===== config.mk =====
export PLATFORM = sky130hd
export DESIGN_NAME = calc_operand_entry
export DESIGN_NICKNAME = d
export VERILOG_FILES = /design/src/rtl/calc_operand_entry.sv
export SDC_FILE = /design/constraint.sdc
export NUM_CORES = 1
export LEC_CHECK = 0
export ABC_CLOCK_PERIOD_IN_PS = 5100
export CORE_ASPECT_RATIO = 1.1
export CORE_MARGIN = 2
export CORE_UTILIZATION = 35
export DETAILED_ROUTE_END_ITERATION = 16
export PLACE_DENSITY = 0.68
export SYNTH_ARGS = -nofsm -noshare
export SYNTH_HDL_FRONTEND = slang
export SYNTH_SLANG_ARGS = --single-unit

===== constraint.sdc =====
create_clock -name clk -period 5.1 [get_ports clk]
set_clock_uncertainty 0.05 [all_clocks]
set_input_delay 1.02 -clock clk [delete_from_list [all_inputs] [get_ports clk]]
set_output_delay 1.02 -clock clk [all_outputs]
set_load 0.01 [all_outputs]

===== src/rtl/calc_operand_entry.sv =====
// calc_operand_entry: edge-detected keypad presses build BCD operands A/B and an operator, then hand them to the ALU via req/ack
module calc_operand_entry #(
    parameter int NDIG = 4,
    localparam int W = 4 * NDIG,
    localparam int CW = $clog2(NDIG + 1)
) (
    input  logic          clk,
    input  logic          reset,
    input  logic          key_level,
    input  logic [3:0]    key_code,
    input  logic          alu_ack,
    output logic [W-1:0]  operand_a,
    output logic [W-1:0]  operand_b,
    output logic [1:0]    op_code,
    output logic          alu_req,
    output logic [W-1:0]  disp_value,
    output logic [CW-1:0] digit_count,
    output logic          ovf,
    output logic [1:0]    state_dbg
);
    typedef enum logic [1:0] {ENTER_A = 2'b00, ENTER_B = 2'b01, REQ = 2'b10} state_t;
    localparam logic [CW-1:0] FULL = CW'(NDIG);

    state_t state, state_n;
    logic [W-1:0] a_n, b_n, shifted;
    logic [1:0] op_n;
    logic [CW-1:0] cnt_n;
    logic ovf_n, key_prev, press, is_dig, is_op, is_eq, is_clr;

    assign press = key_level & ~key_prev;
    assign is_dig = key_code <= 4'd9;
    assign is_op = key_code >= 4'hA && key_code <= 4'hD;
    assign is_eq = key_code == 4'hE;
    assign is_clr = key_code == 4'hF;
    assign disp_value = (state == ENTER_A) ? operand_a : operand_b;
    assign shifted = W'({disp_value, key_code});
    assign alu_req = state == REQ;
    assign state_dbg = state;

    // key_prev follows the key even through reset so a key held across reset never fires
    always_ff @(posedge clk) begin
        key_prev <= key_level;
        if (reset) begin
            state <= ENTER_A;
            operand_a <= '0;
            operand_b <= '0;
            op_code <= '0;
            digit_count <= '0;
            ovf <= 1'b0;
        end else begin
            state <= state_n;
            operand_a <= a_n;
            operand_b <= b_n;
            op_code <= op_n;
            digit_count <= cnt_n;
            ovf <= ovf_n;
        end
    end

    always_comb begin
        state_n = state;
        a_n = operand_a;
        b_n = operand_b;
        op_n = op_code;
        cnt_n = digit_count;
        ovf_n = ovf;
        if (press && is_clr) begin
            state_n = ENTER_A;
            a_n = '0;
            b_n = '0;
            op_n = '0;
            cnt_n = '0;
            ovf_n = 1'b0;
        end else if (state == REQ) begin
            if (alu_ack) begin
                state_n = ENTER_A;
                a_n = '0;
                b_n = '0;
                cnt_n = '0;
                ovf_n = 1'b0;
            end
        end else if (press && is_dig) begin
            if (digit_count == FULL) begin
                ovf_n = 1'b1;
            end else if (key_code != 4'd0 || digit_count != '0) begin
                cnt_n = digit_count + 1'b1;
                a_n = (state == ENTER_A) ? shifted : operand_a;
                b_n = (state == ENTER_B) ? shifted : operand_b;
            end
        end else if (press && is_op) begin
            if (state == ENTER_A) begin
                op_n = 2'(key_code - 4'hA);
                state_n = ENTER_B;
                cnt_n = '0;
                b_n = '0;
                ovf_n = 1'b0;
            end else if (digit_count == '0) begin
                op_n = 2'(key_code - 4'hA);
            end
        end else if (press && is_eq && state == ENTER_B) begin
            state_n = REQ;
        end
    end
endmodule


# Word level (Yosys, flattened, before mapping)
# Cells that the tools add are included.
[word_totals]
ff_bits = 41
input_bits = 8
out_inout_bits = 57
word_cells = 89
[classes]
addsub = 2
magnitude_cmp = 3
eq_ne = 13
mux = 35
bitwise = 4
n_reduce_logical = 25
[ops]
columns = ["op", "count"]
rows = [
  ["$mux W16", 14],
  ["$mux W3", 7],
  ["$mux W2", 8],
  ["$reduce_and A4 Y1", 3],
  ["$reduce_bool A3 Y1", 4],
  ["$reduce_and A5 Y1", 2],
  ["$ne A3 B2 Y1 const B", 3],
  ["$eq A4 B4 Y1 const B", 2],
  ["$le A4 B4 Y1 const B", 2],
  ["$reduce_bool A2 Y1", 4],
  ["$logic_and A1 B1 Y1", 6],
  ["$mux W1", 6],
  ["$ne A2 B2 Y1 const B", 3],
  ["$ne A3 B3 Y1 const B", 2],
  ["$reduce_and A6 Y1", 1],
  ["$ge A4 B4 Y1 const B", 1],
  ["$reduce_bool A4 Y1", 1],
  ["$add A3 B1 Y3 const B", 1],
  ["$eq A3 B3 Y1 const B", 1],
  ["$logic_not A3 Y1", 1],
  ["$not A1 Y1", 3],
  ["$eq A2 B1 Y1 const B", 1],
  ["$eq A2 B2 Y1 const B", 1],
  ["$logic_not A2 Y1", 1],
  ["other kinds (4)", 4],
]

# Longest topological paths before layout
[depth]
depth_word = 8
mapped_depth = 7

# Least setup slack after synthesis
# No wires, ideal clock.
[synth_timing]
kind = "flip-flop to output port"
startpoint = "register state[0] (netlist: state_dbg[0])"
endpoint = "output port disp_value[12]"
arrival_ps = 1553
t_required_ps = 4030
slack_ps = 2477
stages_incl_launch_ff = 5
cell_sequence = "dfxtp_1 nor2_1 buf_2 buf_2 mux2_2"
[synth_via]
elab_chain_cells = 2
[synth_lines]
columns = ["element", "line_no", "text"]
rows = [
  ["start: declaration", "24", "state_t state, state_n;"],
  ["start signal: assignment", "51", "state <= state_n;"],
  ["$logic_not A2 Y1", "35", "assign disp_value = (state == ENTER_A) ? operand_a : operand_b;"],
  ["$mux W16", "35", ""],
  ["end: declaration", "16", "output logic [W-1:0] disp_value,"],
]
# Every way passes these cells.

# Final worst setup path
[layout_timing]
startpoint = "register state[0] (netlist: state_dbg[0])"
endpoint = "output port disp_value[4]"
# The elaborated chain is that of the path after synthesis.

==> results.tsv <==
metric	value	unit
status	completed	
grt_pass1_vias	1893	
cts_setup_buffers	0	
layout_commonest_cell	clkdlybuf4s50_1	
firstDrtPassIters	4	
antenna_cells	0	
cts_resized	0	
wl_per_cell	16.3	microns
total_power	708	uW
grt_util_all_layers	18.4	%
dr_total_vias	1995	
critPathMaxFanout	23	
setup_ws	1.50	ns
period_share	70.5	%
start_kind	flop	
slew_violations	0	
grt_first_pass_wirelength	9.76	mm
insertion_delay	0.30	ns
setup_viol	0	
dr.max_layer_used	met4	
min_path_type	reg -> reg	
area.growth.synth_to_final	37.6	%
initial_core_util	36.3	%
yosys_warnings	0	
maxCapViolCount	0	
path_cells	nor2_2 -> mux2_2 -> clkdlybuf4s50_1	
dp_hpwl	4.00	mm
yosysSeqAreaShare	39.0	%
portBuffers	64	
wl_met2	2.75	mm
cp_slowest_cell	nor2_2	
dieWidth	78.0	microns
max_freq	0.278	GHz
arrival	2.53	ns
finalHoldViolCount	0	
cts_made_buffers	5	
num_rows	29	
utilization	49.9	%
coreArea	5810	sq um
synth_seq_cells	41	
h-tree-depth	2	
clockRootBuffer	clkbuf_8	
endpoint_kind	output pin	
syn_nets	242	
crit_path_max_incr_delay	0.88	ns
antenna_found_initial	0	
ir_drop	0.130	mV
layout_min_cycle_time	3.60	ns
drc_errors	0	
die_height	85.4	microns
finalSetupTns	0	ns
synth.distinct_cells	36	
fillers	590	
tightest_slew	1.11	ns
clock_sinks	41	
drt_wl_total	5.93	mm
final_antenna_net_count	0	
required	4.03	ns
clockBufferDepth	2	
viasPerCell	5.50	
place_ws	1.61	ns
grt_overflow_total	0	
rsz0062_at_grt	false	
clk_pin_slew	0.08	ns
dieArea	6650	sq um
gp_congestion	0.807	
synthCells	232	
cellLeakagePower	0.930	nW
holdBufCountCts	0	
synth_area	2110	sq um
drtIter0Drc	207	
m1WireLength	2.81	mm
slew_headroom	26.1	%
final_nets	295	
critPathKind	reg -> out	
syn-mean-instance-area	9.08	sq um
io_pins	65	
grt_start_max_net_pins	33	
powerDensity	245	nW/um^2
cts_tree	done	
final_cell_mix	64 x clkdlybuf4s50_1, 41 x dfxtp_1, 27 x nand3_1	
dr_wl_met3	311	microns
final_layout_size_suffix_gt1_share	11.5	%
[routing by layer]
layer  GRT usage [%]  up-vias
met4            6.38        0
li1                -      972
met1            26.3      954
met5               0        -
met2            27.0       65
met3            4.26        4
[registers in the layout, summed over array words and instances, names as in the netlist]
signal       count
op_code          2
operand_a       16
key_prev         1
state_dbg        2
ovf              1
operand_b       16
digit_count      3
[worst max-delay path, delay by kind of cell, from the launching register on]
kind	cells	cell delay, ns
buffers and inverters	1	0.51
multiplexers	1	0.44
flip-flops	1	0.39
AND/OR/NAND/NOR	1	0.88
[worst paths after layout]
check                     start       endpoint  slack (ns)  cells after the start
setup reg to reg   state_dbg[0]  operand_a[12]        2.33                      4
setup / recovery   state_dbg[0]  disp_value[4]        1.50                      3
hold reg to reg   operand_b[11]  operand_b[11]        0.42                      2
hold / removal    operand_b[11]  operand_b[11]        0.42                      2
[area by class of cell]
cell class,count,area [sq um],area share (%)
sequential,41,821,28.3
clock inverter,3,65.1,2.25
inverter,6,22.5,0.778
timing repair buffer,67,663,22.9
multi-input combinational,164,1160,40.0
tap,77,96.3,3.33
clock buffer,5,68.8,2.38
[Yosys cell counts, drive strengths merged]
cell | number | area [sq um]
o211ai | 18 | 149
nand3 | 27 | 135
a21o | 1 | 7.51
nor3 | 2 | 15.0
dfxtp | 41 | 821
a211oi | 1 | 7.51
xor2 | 1 | 8.76
o21ai | 3 | 18.8
a21oi | 18 | 90.1
inv | 6 | 22.5
ha | 2 | 25.0
nor2 | 4 | 15.0
mux2i | 17 | 170
nand2b | 3 | 18.8
o21a | 2 | 15.0
nand4 | 17 | 106
clkbuf | 6 | 22.5
nand2 | 17 | 63.8
a41oi | 1 | 16.3
nor4 | 1 | 12.5
o2111a | 2 | 22.5
and3b | 1 | 8.76
nand4b | 1 | 8.76
maj3 | 1 | 10.0
nor2b | 2 | 12.5
a31oi | 4 | 25.0
buf | 15 | 82.6
and3 | 1 | 6.26
a211o | 1 | 8.76
mux2 | 16 | 180
[cell families after synthesis]
kind of cell             Yosys count  synth area share [%]
multiplexers                      33                  16.6
AND/OR/NAND/NOR                   76                  19.1
flip-flops                        41                  39.0
adder cells (fa/ha/maj)            3                  1.66
XOR/XNOR                           1                 0.416
buffers and inverters             27                  6.06
AO/OA/AOI/OAI                     51                  17.1
[per-stage QoR]
stage,std cells,instance area [sq um],hold WS (ns)
3_3_place_gp,355,2760,0.408
3_5_place_dp,355,2760,0.414
4_1_cts,363,2900,0.430
2_1_floorplan,232,2110,0.438
5_1_grt,363,2900,0.446
6_report,363,2900,0.425
[where the power goes]
part / internal (mW) / total [mW] / switching [mW]
Sequential: 0.324 / 0.328 / 0.00462
Combinational: 0.0276 / 0.0682 / 0.0406
Clock: 0.195 / 0.312 / 0.117
(Power assumes the default switching activity.)
